`src/rtl/regfile.sv`:
```
// 32-entry register file feeding the EX-stage ALU operands.
// Also latches ALU status flags for branch/compare logic.
module regfile #(
  parameter int DATA_W = 32,
  parameter int ADDR_W = 5,
  parameter bit BYPASS = 1'b1
) (
  input  logic              clk,
  input  logic              rst_n,
  input  logic              we,
  input  logic [ADDR_W-1:0] waddr,
  input  logic [DATA_W-1:0] wdata,
  input  logic [ADDR_W-1:0] raddr1,
  input  logic [ADDR_W-1:0] raddr2,
  output logic [DATA_W-1:0] rdata1,
  output logic [DATA_W-1:0] rdata2,
  input  logic              flag_we,
  input  logic              zero_in,
  input  logic              carry_in,
  input  logic              negative_in,
  input  logic              overflow_in,
  output logic [3:0]        flags
);

  localparam int DEPTH = 2 ** ADDR_W;

  logic [DATA_W-1:0] mem [DEPTH];
  logic              wr_ok;
  logic              fwd1;
  logic              fwd2;

  assign wr_ok = we && (waddr != '0);
  assign fwd1  = BYPASS && wr_ok && (waddr == raddr1);
  assign fwd2  = BYPASS && wr_ok && (waddr == raddr2);

  always_ff @(posedge clk or negedge rst_n) begin
    if (!rst_n) begin
      for (int i = 0; i < DEPTH; i++) begin
        mem[i] <= '0;
      end
    end else if (wr_ok) begin
      mem[waddr] <= wdata;
    end
  end

  always_ff @(posedge clk or negedge rst_n) begin
    if (!rst_n) begin
      flags <= 4'b0000;
    end else if (flag_we) begin
      flags <= {overflow_in, negative_in,
                carry_in, zero_in};
    end
  end

  // Reset gating keeps the bypass path from leaking wdata while in reset.
  always_comb begin
    rdata1 = mem[raddr1];
    if (fwd1) begin
      rdata1 = wdata;
    end
    if (!rst_n || raddr1 == '0) begin
      rdata1 = '0;
    end
  end

  always_comb begin
    rdata2 = mem[raddr2];
    if (fwd2) begin
      rdata2 = wdata;
    end
    if (!rst_n || raddr2 == '0) begin
      rdata2 = '0;
    end
  end

endmodule

```
`config.mk`:
```
export PLATFORM = sky130hd
export DESIGN_NAME = regfile
export DESIGN_NICKNAME = d
export VERILOG_FILES = /design/src/rtl/regfile.sv
export SDC_FILE = /design/constraint.sdc
export NUM_CORES = 2
export LEC_CHECK = 0
export CAP_MARGIN = 15
export CELL_PAD_IN_SITES_DETAIL_PLACEMENT = 1
export CELL_PAD_IN_SITES_GLOBAL_PLACEMENT = 1
export CORE_ASPECT_RATIO = 0.6
export CORE_UTILIZATION = 45
export CTS_BUF_LIST = sky130_fd_sc_hd__clkbuf_8 sky130_fd_sc_hd__clkbuf_16
export DETAILED_ROUTE_END_ITERATION = 16
export DONT_BUFFER_PORTS = 1
export GPL_TIMING_DRIVEN = 0
export HOLD_SLACK_MARGIN = 0.12
export PLACE_DENSITY_LB_ADDON = 0.1
export RECOVER_POWER = 100
export SLEW_MARGIN = 20
export SYNTH_ARGS = -nofsm -noshare
export SYNTH_HDL_FRONTEND = slang
export SYNTH_SLANG_ARGS = --single-unit
export TNS_END_PERCENT = 1
```
`constraint.sdc`:
```
create_clock -name clk -period 2.15 [get_ports clk]
set_input_delay 0.1075 -clock clk [delete_from_list [all_inputs] [get_ports clk]]
set_output_delay 0.1075 -clock clk [all_outputs]
set_load 0.02 [all_outputs]
```
==> metrics <==
worst-path fanout max 3; largest net degree at the start of global routing 218; synthesized netlist net count about 3900; Antenna Nets Post-Route 0; Yosys warning count 0; Setup crit start kind flip-flop; worst hold slack 173.5 ps; critical path class flip-flop to output pin; CTS sink count roughly 1000; RSZ-0062 raised after global routing true; Ports 123; vias in the first global route about 40000; Area growth syn-to-layout 14.18%; final worst slack -721.9 ps; initial DRC count 5247; Die Width roughly 450 um; leak pwr ~0.027 uW; DP Cell Count about 5400; Post-synth ARST share 100.0%; Max IR drop VDD approximately 0.00067 V; Site Rows around 100; relative max-transition margin between 10% and 20%; Hold WC Path Type primary input to flip-flop; pre-CTS WS -1960 ps; TritonCTS Buffers 103; post-DR vias/cell about 7; port bufs 0; Core Region ~120000 um^2; Seq cells post-synth slightly above 1000; Yosys cell types 48; # fillers roughly 12000; total congestion overflow 0; NumNets Final a little over 4000; Worst Path Arrival between 2000 and 3000 ps; clk_skew 0 ps; Pwr per Cell Area roughly 930 nW/um^2; final hold violation count 0; Final HPWL DP ~170 mm; via count around 40000; CTS tree built; syn_area_per_cell approximately 15 um^2; Mapped Cells around 3800; count of pins over their slew limit 0; H-tree Lvls 3; max cap viols 0; DR pass1 iterations 6; wire length per cell roughly 42 um; Die H around 270 um; worst-margin pin slew approximately 1300 ps; register area about 26000 um^2; fmax ~350 MHz; fraction of layout cells with a size suffix above 1 around 50%; Data required, critical path just over 2000 ps; Post-Syn Area between 50000 and 60000 um^2; die area approximately 120000 um^2; Synth Flop Type dfrtp_1; Final Non-Filler Cells 5691; status finished with violations; Worst-Skew Late Latency just over 700 ps; setup TNS -261730 ps; failing checks negative setup slack; final setup fails approximately 840; number of flops mapped to enable cells by yosys 0; Critical Path Sink Type output pin; CTS clk-pin slew, worst paths around 70 ps; Final Critical Period about 2900 ps; total track usage 39.10%; area of the multi-input gates 28540 um^2; initial antenna violation count 18; CTS root buf clkbuf_16; wire length of the first global-routing pass between 300 and 400 mm; final wirelength between 200 and 250 mm; CTS max path bufs 3; DRC errors left 0; total power 58670 uW; Seq/Total Area, Yosys 46.58%; gpl congestion 0.9611; period utilization 133.6%; Starting Density between 40 and 50%
flip-flops by register name, summed over array words and instances (netlist names):
| signal | count |
|---|---|
| mem | 1024 |
| flags | 4 |
per-layer routing:
metal,global-route usage (%),up-vias,share of wire [%]
met5,0.9909,-,0.14
met4,12.53,8,3.6
met3,18.24,431,14
met2,50.38,2308,39
met1,57.14,22020,43
li1,-,15130,-
placed cells by master (no fill, tap or decap), types with 27 or more instances in the layout:
master,n
dlygate4sd3_1,49
mux4_2,385
clkbuf_4,31
mux2i_1,298
nand2_1,48
a211oi_2,40
o22ai_1,31
o21bai_1,32
clkbuf_16,105
a21oi_1,48
buf_2,83
a22oi_1,62
inv_1,27
dfrtp_1,1028
a32o_2,29
a221oi_1,34
o221ai_1,30
mux2_2,996
a211oi_1,38
a221oi_2,29
buf_4,54
clkbuf_2,64
clkbuf_1,192
stage by stage:
step | instance area (um^2) | utilization, %
2_1_floorplan | 55230 | -
3_3_place_gp | 57250 | 47.07
3_5_place_dp | 57500 | 47.27
4_1_cts | 62660 | 51.51
5_1_grt | 63040 | 51.83
6_report | 63060 | 51.84
power by group:
group | switching, uW | internal, uW | total, uW
Combinational | 6590 | 6860 | 13400
Clock | 8530 | 10700 | 19200
Sequential | 2980 | 23000 | 26000
logic make-up after synthesis:
logic type | count (synthesis) | share of synthesized area (%)
flip-flops | 1028 | 46.58
buffers and inverters | 445 | 3.577
XOR/XNOR | 10 | 0.1586
multiplexers | 1699 | 41.77
AND/OR/NAND/NOR | 133 | 1.196
AO/OA/AOI/OAI | 483 | 6.719
final timing paths:
path	end	startpoint	slack, ps	depth (start not counted)
worst min-delay path	mem[758]	wdata[22]	170	2
min in group asynchronous	mem[952]	rst_n	890	7
worst max-delay path	rdata2[6]	mem[934]	-720	5
worst min register to register	mem[1003]	mem[1003]	480	1
worst max register to register	flags[0]	flags[0]	700	2
max in group asynchronous	mem[300]	rst_n	-450	8
what timing repair did:
item                                    in CTS  in global routing
cloned                                       2                  1
endpoints found under the setup margin      64                451
pin swaps                                   60                 17
setup buffers                               10                  3
gates resized for setup                    332                 90
hold buffers                                45                 12
hold endpoints to repair                  1445                399
cell type report:
cell class | instances | area share [%]
antenna | 10 | 0.03968
clock buffer | 129 | 4.673
clock inverter | 57 | 0.8016
inverter | 4 | 0.02579
tap | 1616 | 3.206
timing repair buffer | 81 | 1.470
sequential | 1028 | 40.80
multi-input combinational | 2325 | 45.26
buffer | 441 | 3.732
worst max-delay path, cell delays in order, from the launching register on:
cell	delay, ps
dfrtp_1	410
mux4_2	450
nor2b_1	160
a211oi_2	400
a211oi_1	160
a211o_2	430
cells in the mapped netlist, types with 6 or more instances:
| master | number | area, um^2 |
|---|---|---|
| dfrtp_1 | 1028 | 25720 |
| mux2_2 | 996 | 11220 |
| mux4_2 | 385 | 8671 |
| mux2i_1 | 318 | 3183 |
| clkbuf_1 | 233 | 874.6 |
| buf_2 | 121 | 605.6 |
| a211oi_1 | 96 | 720.7 |
| a21oi_1 | 64 | 320.3 |
| a22oi_1 | 64 | 480.5 |
| buf_1 | 56 | 210.2 |
| nand2_1 | 51 | 191.4 |
| a221oi_1 | 45 | 394.1 |
| nor2b_1 | 34 | 212.7 |
| a211o_1 | 32 | 280.3 |
| a32o_1 | 32 | 320.3 |
| o21bai_1 | 32 | 240.2 |
| o221ai_1 | 32 | 280.3 |
| o22ai_1 | 31 | 193.9 |
| o21ai_0 | 29 | 145.1 |
| buf_4 | 21 | 157.7 |
| nor2_1 | 21 | 78.83 |
| a221oi_2 | 19 | 285.3 |
| buf_6 | 8 | 90.09 |
| xnor2_1 | 8 | 70.07 |
| nand3_1 | 6 | 30.03 |
(Power assumes the default switching activity.)
